### src/rtl/hdr_engine_pkg.sv
// Shared header-engine definitions: lookup key layout and IP protocol numbers.
// Imported by the lookup scheduler, its arbiter and the bench.
package hdr_engine_pkg;

   localparam int KEY_W     = 72;
   localparam int PROTO_MSB = 71;
   localparam int PROTO_LSB = 64;
   localparam int SA_MSB    = 63;
   localparam int SA_LSB    = 32;
   localparam int DA_MSB    = 31;
   localparam int DA_LSB    = 0;

   localparam logic [7:0] IPPROTO_ICMP = 8'd1;
   localparam logic [7:0] IPPROTO_TCP  = 8'd6;
   localparam logic [7:0] IPPROTO_UDP  = 8'd17;

   typedef logic [KEY_W-1:0] key_t;

   // Field view of a key; the declaration order matches {proto, SA, DA}.
   typedef struct packed {
      logic [7:0]  proto;
      logic [31:0] sa;
      logic [31:0] da;
   } key_fields_t;

   function automatic logic [7:0] key_proto(input key_t k);
      return k[PROTO_MSB:PROTO_LSB];
   endfunction

endpackage

### src/rtl/hdr_lookup_sched_rr_arbiter.sv
// Round-robin arbiter: grants the first asserted request at or after ptr, wrapping.
// Purely combinational; the caller owns the pointer register.
module rr_arbiter
   import hdr_engine_pkg::*;
#(
   parameter  int N  = 4,
   localparam int IW = (N > 1) ? $clog2(N) : 1
) (
   input  logic [N-1:0]  req,
   input  logic          en,
   input  logic [IW-1:0] ptr,
   output logic [N-1:0]  gnt,
   output logic [IW-1:0] gnt_idx,
   output logic          any
);

   logic [IW-1:0] idx;

   // NOTE: every variable written here gets a default first, so no path leaves
   // a value unassigned and no latch is inferred.
   always_comb begin
      gnt     = '0;
      gnt_idx = '0;
      any     = 1'b0;
      idx     = '0;
      for (int k = 0; k < N; k++) begin
         if (int'(ptr) + k >= N) idx = IW'(int'(ptr) + k - N);
         else                    idx = IW'(int'(ptr) + k);
         if (en && !any && req[idx]) begin
            any      = 1'b1;
            gnt[idx] = 1'b1;
            gnt_idx  = idx;
         end
      end
   end

endmodule

### src/rtl/hdr_lookup_sched.sv
// Shares one combinational TCAM stage between NUM_REQ header parsers: round-robin
// grant, registered key toward the TCAM, registered result with id/tag, and statistics.
module hdr_lookup_sched
   import hdr_engine_pkg::*;
#(
   parameter  int NUM_REQ = 4,
   parameter  int BVSIZE  = 256,
   parameter  int TAG_W   = 8,
   parameter  int CNT_W   = 32,
   localparam int ID_W    = $clog2(NUM_REQ)
) (
   input  logic                     axi_aclk,
   input  logic                     axi_resetn,
   input  logic [NUM_REQ-1:0]       req_valid,
   output logic [NUM_REQ-1:0]       req_ready,
   input  logic [NUM_REQ*KEY_W-1:0] req_key,
   input  logic [NUM_REQ*TAG_W-1:0] req_tag,
   output logic [KEY_W-1:0]         lut_key,
   input  logic [BVSIZE-1:0]        lut_bv,
   output logic                     res_valid,
   input  logic                     res_ready,
   output logic [BVSIZE-1:0]        res_bv,
   output logic [ID_W-1:0]          res_id,
   output logic [TAG_W-1:0]         res_tag,
   output logic                     res_hit,
   input  logic                     stat_clear,
   output logic [CNT_W-1:0]         stat_lookups,
   output logic [CNT_W-1:0]         stat_hits
);

   logic               adv1, adv2, fire;
   logic               any_gnt;
   logic [NUM_REQ-1:0] gnt;
   logic [ID_W-1:0]    gnt_idx, rr_ptr, rr_next;
   key_t               sel_key;
   logic [TAG_W-1:0]   sel_tag;

   key_t               s1_key;
   logic [ID_W-1:0]    s1_id;
   logic [TAG_W-1:0]   s1_tag;
   logic               v1;
   logic [BVSIZE-1:0]  s2_bv;
   logic [ID_W-1:0]    s2_id;
   logic [TAG_W-1:0]   s2_tag;
   logic               v2;

   assign adv2 = ~v2 | res_ready;
   assign adv1 = ~v1 | adv2;
   assign fire = v2 & res_ready;

   // Gating with the reset keeps req_ready low while held in reset.
   rr_arbiter #(.N(NUM_REQ)) u_arb (
      .req     (req_valid),
      .en      (adv1 & axi_resetn),
      .ptr     (rr_ptr),
      .gnt     (gnt),
      .gnt_idx (gnt_idx),
      .any     (any_gnt)
   );

   assign req_ready = gnt;
   assign rr_next   = (gnt_idx == ID_W'(NUM_REQ - 1)) ? '0 : gnt_idx + ID_W'(1);

   // One-hot AND-OR select keeps the key path off the grant logic.
   always_comb begin
      sel_key = '0;
      sel_tag = '0;
      for (int i = 0; i < NUM_REQ; i++) begin
         sel_key = sel_key | ({KEY_W{gnt[i]}} & req_key[KEY_W*i +: KEY_W]);
         sel_tag = sel_tag | ({TAG_W{gnt[i]}} & req_tag[TAG_W*i +: TAG_W]);
      end
   end

   // NOTE: state registers use non-blocking assignments so every flop samples
   // the pre-edge values of the others, independent of statement order.
   always_ff @(posedge axi_aclk or negedge axi_resetn) begin
      if (!axi_resetn) begin
         rr_ptr <= '0;
         v1     <= 1'b0;
         s1_key <= '0;
         s1_id  <= '0;
         s1_tag <= '0;
      end else if (adv1) begin
         v1 <= any_gnt;
         if (any_gnt) begin
            rr_ptr <= rr_next;
            s1_key <= sel_key;
            s1_id  <= gnt_idx;
            s1_tag <= sel_tag;
         end
      end
   end

   // S2 captures the TCAM answer for the key S1 has been presenting this cycle.
   always_ff @(posedge axi_aclk or negedge axi_resetn) begin
      if (!axi_resetn) begin
         v2     <= 1'b0;
         s2_bv  <= '0;
         s2_id  <= '0;
         s2_tag <= '0;
      end else if (adv2) begin
         v2     <= v1;
         s2_bv  <= lut_bv;
         s2_id  <= s1_id;
         s2_tag <= s1_tag;
      end
   end

   always_ff @(posedge axi_aclk or negedge axi_resetn) begin
      if (!axi_resetn) begin
         stat_lookups <= '0;
         stat_hits    <= '0;
      end else if (stat_clear) begin
         stat_lookups <= '0;
         stat_hits    <= '0;
      end else if (fire) begin
         stat_lookups <= stat_lookups + CNT_W'(1);
         if (res_hit) stat_hits <= stat_hits + CNT_W'(1);
      end
   end

   assign lut_key   = s1_key;
   assign res_valid = v2;
   assign res_bv    = s2_bv;
   assign res_id    = s2_id;
   assign res_tag   = s2_tag;
   assign res_hit   = |s2_bv;

endmodule

### config.mk
export PLATFORM = sky130hd
export DESIGN_NAME = hdr_lookup_sched
export DESIGN_NICKNAME = d
export VERILOG_FILES = /design/src/rtl/hdr_engine_pkg.sv /design/src/rtl/hdr_lookup_sched_rr_arbiter.sv /design/src/rtl/hdr_lookup_sched.sv
export SDC_FILE = /design/constraint.sdc
export NUM_CORES = 1
export LEC_CHECK = 0
export ABC_AREA = 1
export BUFFER_PORTS_ARGS = -buffer_cell sky130_fd_sc_hd__clkbuf_2
export CORE_AREA = 2 2 381 383
export CTS_CLUSTER_SIZE = 30
export DETAILED_ROUTE_END_ITERATION = 10
export DIE_AREA = 0 0 383 385
export PLACE_DENSITY = 0.43
export SLEW_MARGIN = 5
export SYNTH_ARGS = -nofsm -noshare
export SYNTH_HDL_FRONTEND = slang
export SYNTH_SLANG_ARGS = --single-unit
export TNS_END_PERCENT = 30
### constraint.sdc
create_clock -name axi_aclk -period 5.9 [get_ports axi_aclk]
set_input_delay 1.18 -clock axi_aclk [delete_from_list [all_inputs] [get_ports axi_aclk]]
set_output_delay 1.18 -clock axi_aclk [all_outputs]
set_load 0.01 [all_outputs]
==> qor.txt, run 1 <==
status: complete, no violations
Max Freq: 222.9 MHz
Int Power: 7.194 mW
vias in the first global route: 21870
EDFF count, synth: 0
Clock Power Share: 27.5%
Total Power: 12.57 mW
Leak: 15.90 nW
Non-Filler Instances: 5703
critical path required time: 4720 ps
crit path max-delay cell type: dfrtp_1
io pins: 992
post-CTS sizing: 0
Util after Layout: 20.64%
share of layout cells above drive strength 1: 29.93%
RSZ-0062 raised after global routing: no
worst path cell trace: inv_1 -> ha_1 -> inv_1 -> nand3_1 -> nand2_1 -> inv_2 -> nand3_2 -> nand4_1 -> nand3_4 -> clkbuf_2
# Post-CTS Setup Buffers: 0
commonest register cell after synthesis: dfrtp_1
final setup fails: 0
Power Density: 425.4 nW/um^2
CTS root buf: clkbuf_16
Synth top cells by count: 1136 x nand2_1, 416 x dfrtp_1, 318 x inv_1
RR Endpoint: lut_key[27]
mapped cell area: 20620 sq um
later-pin clock latency in the skew report: 660 ps
worst vdd ir: 0.0003471 V
synth top area cells: dfrtp_1 50%, nand2_1 21%, o21ai_0 6.8%
# H-tree levels: 2
R2R Path Start: rr_ptr[1]
Residual DRC: 0
cell area after layout: 29540 sq um
critical path peak fanout: 31
die area: 147500 sq um
reg2reg path depth: 14
slowest stage delay, CP: 580 ps
Async SR Flop Fraction: 100.0%
final wirelength: 115500 um
DIE HEIGHT: 385 um
Setup CP Type: flip-flop to primary output
syn_nets: 3394
Slew HR: 38.08%
Final Hold Vio Count: 0
filler instances: 16470
share of the synthesized area in the top cell type: 50.49%
Mapped Cells: 2799
Inst Count DP: 5598
Synth Register Bits: 416
sequential area share after synthesis: 50.49%
synthesized area per cell: 7.366 sq um
r2r setup slk: 2410 ps
CP endpoint kind: primary output
Die W: 383 um
largest area contributor in the netlist: dfrtp_1
synth unique cells: 34
max-slew violations: 0
total number of vias: 22040
sw frac: 42.75%
dpl hpwl: 93860 um
Rows: 139
First-pass DRT Iterations: 7
initial antenna violation count: 43
CP Depth: 10
Port Buffer Count: 991
setup TNS: 0 ps
worst slew pin tran: 928.9 ps
count leader, synth: nand2_1
Bufs and invs on worst path: 4
Num CTS Buffers: 58
Hold Buf Count CTS: 0
Max Cap Viol: 0
GR Overflow Total: 0
Clock Skew: 26.93 ps
Via density: 3.865
RD Place Congestion: 0.9572
DRT iter0 DRCs: 1101
largest net degree at the start of global routing: 197
CTS clk-pin slew, worst paths: 60 ps
Critical Path AT: 3310 ps
TritonCTS clock tree: done
first-pass GRT wire length: 159700 um
Worst setup SP type: flip-flop
worst hold path class: primary input to async pin
minimum clock period: 4486 ps
CP startpoint: rr_ptr[1]
placed instance area: 27710 sq um
Final period util: 76.04%
remaining antenna violation count: 0
family with the most delay on the worst path: simple AND/OR/NAND/NOR gates
GRT Overall Usage: 14.99%
clock sinks: 416
combinational share of power: 39.7%
initial core utilization: 14.40%
Synth Warn #: 0
Max Root-Sink Buffers: 3
Psw: 5.373 mW
Area growth, synth to finish: 43.27%
Total Nets Final: 4350
drt wl/cell: 20.24 um
Seq pwr share: 32.8%
area of the core: 143100 sq um
worst setup path endpoint: req_ready[1]
Most Frequent Cell on Critical Path: inv_1
## per-stage QoR
| step | hold slack, ps | setup slack [ps] |
|---|---|---|
| final | 384.8 | 1414 |
| after global placement | 462.9 | 1693 |
| after global routing | 349.8 | 1173 |
| after CTS | 337.0 | 1364 |
| after detailed placement | 464.0 | 1691 |
| after floorplan | 435.2 | 2545 |
## cells in the final DEF, fill, tap and decap left out, types with 10 or more instances in the layout
cell type and instances:
clkbuf_2 990, mux2_2 10, nand3_1 64, clkbuf_16 59, nand2_1 1135, xor2_1 18
o21ai_0 281, buf_4 16, clkbuf_1 12, dfrtp_1 416, ha_1 11, a21oi_1 13
nor2_1 221, nand4_1 100, inv_1 317, xnor2_1 10, nor3_1 41
## cell type report
class,count,area (sq um),area share (%)
Tap cell,1903,2381,8.061
Clock buffer,80,1645,5.570
Clock inverter,17,167.7,0.5676
Timing Repair Buffer,1012,5190,17.57
Multi-Input combinational cell,1940,8496,28.76
Antenna cell,8,20.02,0.06777
Sequential cell,416,10410,35.24
Inverter,327,1229,4.160
## registers in the layout, indices dropped and copies added (netlist names)
name,cells
s1_tag,8
lut_key,72
res_bv,256
res_tag,8
v1,1
rr_ptr,2
res_valid,1
res_id,2
s1_id,2
stat_lookups,32
stat_hits,32
## worst register-to-register path, delay by kind of cell, from the launching register on
family                     cells  cell delay [ps]
adders and majority gates      1              410
buffers and inverters          4              980
DFF                            1              580
and+or+nand+nor                9             1400
## how the worst min path moves through the flow
| stage | start | endpoint | slack [ps] |
|---|---|---|---|
| floorplan | v1 | res_valid | 440 |
| global placement | s1_tag[0] | s1_tag[0] | 460 |
| detailed placement | lut_key[1] | lut_key[1] | 460 |
| CTS | axi_resetn | res_bv[121] | 340 |
| global route | axi_resetn | lut_key[35] | 350 |
| finish | axi_resetn | lut_key[35] | 380 |
## power groups by stage
| stage | logic, mW | clock network, mW | registers (mW) |
|---|---|---|---|
| after floorplan | 2.43 | 0 | 4.41 |
| after CTS | 5.14 | 3.60 | 4.14 |
| after detailed placement | 5.13 | 0 | 4.17 |
| final | 4.98 | 3.46 | 4.13 |
| after global placement | 5.13 | 0 | 4.16 |
| after global routing | 5.60 | 3.72 | 4.22 |
## layer usage
layer / global-route usage (%) / wire, um
met1: 17.92 / 46390
met2: 25.73 / 55910
met3: 4.729 / 9541
met4: 4.199 / 3335
met5: 0 / 278
## logic make-up (layout without fill, tap and decap cells)
group / count (synthesis) / in the layout / synth area share (%)
compound gates: 302 / 302 / 7.410
xor+xnor: 28 / 28 / 1.189
fa+ha+maj: 11 / 11 / 0.6675
buf+inv: 443 / 1436 / 8.423
flops: 416 / 416 / 50.49
mux: 10 / 10 / 0.5462
other cells: 0 / 8 / 0
simple gates: 1589 / 1589 / 31.27
Note: power is estimated with default switching activity, not from simulation.
==> run 2: changes to the inputs <==
--- a/config.mk
+++ b/config.mk
@@ -7,10 +7,10 @@
 export LEC_CHECK = 0
 export ABC_AREA = 1
 export BUFFER_PORTS_ARGS = -buffer_cell sky130_fd_sc_hd__clkbuf_2
-export CORE_AREA = 2 2 381 383
+export CORE_AREA = 2 2 387 389
 export CTS_CLUSTER_SIZE = 30
 export DETAILED_ROUTE_END_ITERATION = 10
-export DIE_AREA = 0 0 383 385
+export DIE_AREA = 0 0 389 391
 export PLACE_DENSITY = 0.43
 export SLEW_MARGIN = 5
 export SYNTH_ARGS = -nofsm -noshare
==> constraint.sdc (replaced) <==
create_clock -name axi_aclk -period 4.1 [get_ports axi_aclk]
set_input_delay 0.82 -clock axi_aclk [delete_from_list [all_inputs] [get_ports axi_aclk]]
set_output_delay 0.82 -clock axi_aclk [all_outputs]
set_load 0.01 [all_outputs]
==> run 2 against run 1 <==
Effect of this change:
- utilization fell by 0.45 points
- clock power rose by 52%
- register-to-register slack got worse by 1400 ps
- flip-flop and latch count did not move
- sequential power rose by 43%
- via count fell by 0.32%
- sequential share of layout area fell by 0.52 points
- first-iteration DRC count rose by 5.6%
- clock-buffer cell count fell by 9
- final area rose by 1.5%
- clock skew rose by 8.8 ps
==> qor.txt, run 2 (same netlist as run 1, synthesis figures left out) <==
worst slew pin tran: 994.3 ps
first-pass GRT wire length: 158700 um
final setup fails: 0
final wirelength: 115700 um
TritonCTS clock tree: done
io pins: 992
max-slew violations: 0
critical path required time: 3280 ps
initial core utilization: 13.88%
CP endpoint kind: primary output
reg2reg path depth: 16
Util after Layout: 20.19%
Max Cap Viol: 0
Seq pwr share: 32.0%
DIE HEIGHT: 391 um
placed instance area: 27940 sq um
RSZ-0062 raised after global routing: no
remaining antenna violation count: 0
Int Power: 10.75 mW
Area growth, synth to finish: 45.42%
Port Buffer Count: 991
sw frac: 41.83%
RD Place Congestion: 0.9150
Rows: 142
status: complete, no violations
DRT iter0 DRCs: 1163
Max Root-Sink Buffers: 3
GRT Overall Usage: 14.50%
CTS root buf: clkbuf_16
Setup CP Type: flip-flop to primary output
Power Density: 616.3 nW/um^2
GR Overflow Total: 0
worst vdd ir: 0.0003970 V
Psw: 7.730 mW
Hold WS: 265.6 ps
largest net degree at the start of global routing: 138
critical path peak fanout: 9
cell area after layout: 29980 sq um
worst hold path class: primary input to async pin
R2R Path Start: rr_ptr[1]
Critical Path AT: 2960 ps
die area: 152100 sq um
vias in the first global route: 21770
Total Power: 18.48 mW
Final Hold Vio Count: 0
Residual DRC: 0
# H-tree levels: 2
worst setup path endpoint: req_ready[3]
Final period util: 92.25%
r2r setup slk: 980 ps
CP startpoint: rr_ptr[1]
Slew HR: 33.71%
initial antenna violation count: 60
combinational share of power: 39.5%
Leak: 16.11 nW
Die W: 389 um
max reg flops: 256
RR Endpoint: lut_key[10]
later-pin clock latency in the skew report: 650 ps
drt wl/cell: 20.00 um
Clock Skew: 35.73 ps
First-pass DRT Iterations: 8
Via density: 3.799
Total Nets Final: 4369
most common cell after layout, fill and taps aside: nand2_1
Clock Power Share: 28.5%
CTS clk-pin slew, worst paths: 60 ps
share of layout cells above drive strength 1: 30.65%
commonest non-fill, non-tap cells in the layout: 1135 x nand2_1, 990 x clkbuf_2, 416 x dfrtp_1, 317 x inv_1, 281 x o21ai_0
dpl hpwl: 94730 um
Num CTS Buffers: 55
total number of vias: 21970
Worst setup SP type: flip-flop
minimum clock period: 3782 ps
Max Freq: 264.4 MHz
area of the core: 148500 sq um
clock sinks: 416
setup TNS: 0 ps
[run 2: cell type report]
| type | instances | area, sq um |
|---|---|---|
| clock buffers | 71 | 1548 |
| multi-input cells | 1941 | 8504 |
| repair buffers | 1033 | 5410 |
| fillers | 16990 | 118600 |
| inverters | 327 | 1229 |
| flip-flops and latches | 416 | 10410 |
| clock inverters | 33 | 401.6 |
| diodes | 19 | 47.55 |
| well taps | 1944 | 2432 |
[run 2: how the worst min path moves through the flow]
| stage | slack (ps) | endpoint | cells past startpoint | start |
|---|---|---|---|---|
| 3_5_place_dp | 460 | s1_tag[0] | 2 | s1_tag[0] |
| 3_3_place_gp | 460 | s1_tag[1] | 2 | s1_tag[1] |
| 2_1_floorplan | 440 | res_valid | 2 | v1 |
| 4_1_cts | 270 | lut_key[27] | 2 | axi_resetn |
| 5_1_grt | 270 | lut_key[27] | 2 | axi_resetn |
| 6_report | 270 | lut_key[27] | 2 | axi_resetn |
[run 2: per-layer routing]
layer  global-route usage (%)  routed length (um)  share of wire (%)
met1                    16.62               44740                 39
met2                    24.02               54850                 47
met3                    5.491               10540                9.1
met4                    6.321                5148                4.4
met5                        0                 421               0.36
[run 2: power groups by stage]
stage / clock (mW) / combinational [mW] / sequential (mW)
after CTS: 5.46 / 7.43 / 5.91
after floorplan: 0 / 3.50 / 6.34
final: 5.27 / 7.30 / 5.91
after global routing: 5.63 / 8.18 / 6.04
after detailed placement: 0 / 7.43 / 5.96
after global placement: 0 / 7.40 / 5.96
[run 2: what timing repair did]
action                     CTS  global route
setup endpoints to repair    0             1
hold buffers                 0             0
buffers inserted             0             5
gates resized for setup      0             1
[run 2: per-stage QoR]
| stage | instances | setup slack, ps |
|---|---|---|
| CTS | 5759 | 74.31 |
| global route | 5777 | 72.08 |
| detailed placement | 5655 | 474.6 |
| finish | 5784 | 317.8 |
| floorplan | 2799 | 1427 |
| global placement | 5655 | 438.7 |
[run 2: critical path, stage by stage (launching register included)]
cell	delay [ps]
dfrtp_1	530
inv_1	240
ha_1	370
inv_1	110
nand3_1	80
nand2_1	120
inv_2	80
nand4_1	70
nand2_1	70
nor2_2	340
nand2_4	130
clkbuf_2	160
==> run 3: changes to the inputs <==
--- a/config.mk
+++ b/config.mk
@@ -6,12 +6,14 @@
 export NUM_CORES = 1
 export LEC_CHECK = 0
 export ABC_AREA = 1
-export BUFFER_PORTS_ARGS = -buffer_cell sky130_fd_sc_hd__clkbuf_2
-export CORE_AREA = 2 2 387 389
+export CAP_MARGIN = 20
+export CORE_AREA = 2 2 381 383
 export CTS_CLUSTER_SIZE = 30
 export DETAILED_ROUTE_END_ITERATION = 10
-export DIE_AREA = 0 0 389 391
-export PLACE_DENSITY = 0.43
+export DIE_AREA = 0 0 383 385
+export DONT_BUFFER_PORTS = 1
+export GPL_TIMING_DRIVEN = 1
+export PLACE_DENSITY = 0.38
 export SLEW_MARGIN = 5
 export SYNTH_ARGS = -nofsm -noshare
 export SYNTH_HDL_FRONTEND = slang
==> run 3 against run 2 <==
Effect of this change:
- clock skew is 1.3 ps higher
- register-to-register slack worse by 150 ps
- the flow now finishes with violations (negative hold slack)
- die area decreased by 3.1%
- final area fell by 17%
- flip-flop and latch count stayed put
- largest power group is now registers
==> qor.txt, run 3 (same netlist as run 1, synthesis figures left out) <==
Via density: 3.896
dpl hpwl: 84970 um
most common cell after layout, fill and taps aside: nand2_1
CTS root buf: clkbuf_16
final setup fails: 0
Port Buffer Count: 0
Final Hold Vio Count: 33
CTS clk-pin slew, worst paths: 70 ps
status: complete, but fails checks
top sig layer: met5
drt wl/cell: 22.38 um
Leak: 11.82 nW
Residual DRC: 0
Met3 Routed Length: 10610 um
Max Root-Sink Buffers: 3
Rows: 139
M1 wire length: 39370 um
CP endpoint kind: primary output
Die W: 383 um
Total Power: 17.21 mW
initial core utilization: 14.40%
cell area after layout: 24810 sq um
filler instances: 16280
commonest non-fill, non-tap cells in the layout: 1134 x nand2_1, 416 x dfrtp_1, 317 x inv_1, 281 x o21ai_0, 220 x nor2_1
Setup CP Type: flip-flop to primary output
GRT Overall Usage: 13.74%
minimum clock period: 3812 ps
GR Overflow Total: 0
DRT iter0 DRCs: 1059
reg2reg path depth: 14
vias in the first global route: 18640
DIE HEIGHT: 385 um
io pins: 992
# H-tree levels: 2
critical path required time: 3280 ps
Slew HR: 8.927%
placed instance area: 22830 sq um
Total Nets Final: 3364
First-pass DRT Iterations: 7
failing checks: negative hold slack
worst vdd ir: 0.0003563 V
met2 routed WL: 51610 um
Worst setup SP type: flip-flop
Clock Skew: 37.05 ps
sw frac: 42.54%
max-slew violations: 0
Clock Power Share: 30.4%
Num CTS Buffers: 54
largest net degree at the start of global routing: 418
Power Density: 693.9 nW/um^2
# Post-CTS Setup Buffers: 0
R2R Path Start: rr_ptr[1]
Max Cap Viol: 0
r2r setup slk: 830 ps
Final period util: 92.97%
RR Endpoint: lut_key[45]
initial antenna violation count: 38
share of layout cells above drive strength 1: 5.654%
total number of vias: 18430
RSZ-0062 raised after global routing: yes
first-pass GRT wire length: 145100 um
Max Freq: 262.3 MHz
later-pin clock latency in the skew report: 640 ps
Seq pwr share: 39.9%
Psw: 7.324 mW
critical path peak fanout: 46
worst hold path class: primary input to async pin
RD Place Congestion: 0.9530
Hold WS: -100.0 ps
die area: 147500 sq um
TritonCTS clock tree: done
Area growth, synth to finish: 20.33%
Critical Path AT: 2990 ps
final wirelength: 105900 um
Int Power: 9.891 mW
clock sinks: 416
combinational share of power: 29.7%
area of the core: 143100 sq um
worst slew pin tran: 1366 ps
remaining antenna violation count: 0
max reg flops: 256
-- run 3: worst max-delay path by stage --
stage	start	to	slack (ps)	depth (start not counted)
floorplan	rr_ptr[1]	req_ready[1]	1430	10
global placement	res_bv[109]	stat_hits[11]	350	14
detailed placement	res_bv[109]	stat_hits[7]	360	14
CTS	res_bv[109]	res_hit	3	8
global route	res_bv[109]	res_hit	-20	8
finish	rr_ptr[1]	req_ready[2]	290	9
-- run 3: routing by layer --
metal	global-route usage, %	vias up
li1	-	8696
met1	15.08	8737
met2	23.54	796
met3	5.567	161
met4	5.490	40
met5	0	-
-- run 3: area by class of cell --
type / count / area (sq um) / share of cell area, %
tap: 1903 / 2381 / 9.598
multi-input combinational: 1940 / 8509 / 34.30
clock inverter: 24 / 386.6 / 1.558
inverter: 327 / 1229 / 4.953
clock buffer: 75 / 1540 / 6.208
antenna: 16 / 40.04 / 0.1614
timing repair buffer: 30 / 312.8 / 1.261
sequential: 416 / 10410 / 41.96
-- run 3: power groups by stage --
stage | registers [mW] | clock network [mW] | logic [mW]
4_1_cts | 6.92 | 5.40 | 5.20
5_1_grt | 7.00 | 5.55 | 5.85
6_report | 6.87 | 5.23 | 5.11
3_3_place_gp | 7.00 | 0 | 5.14
2_1_floorplan | 6.34 | 0 | 3.50
3_5_place_dp | 6.97 | 0 | 5.20
-- run 3: what timing repair did --
item	4_1_cts	5_1_grt
cloned	0	0
pin swaps	1	1
gates resized for setup	2	1
hold endpoints to repair	416	174
endpoints found under the setup margin	1	2
-- run 3: worst max-delay path, cell delays in order, from the launching register on --
cell and delay (ps):
dfrtp_1 560, inv_1 270, ha_1 390, inv_1 120, nand3_1 80, nand2_1 110
inv_2 70, nand3_2 130, nand4_1 240, nand2_8 380
-- run 3: metrics by stage --
stage          std cells  util [%]  setup TNS (ps)  setup WS [ps]
3_3_place_gp        4616     15.95               0          347.0
5_1_grt             4724     17.32          -23.11         -23.11
3_5_place_dp        4616     15.95               0          358.2
6_report            4731     17.33               0          288.1
4_1_cts             4715     17.30               0          2.848
2_1_floorplan       2799         -               0           1427
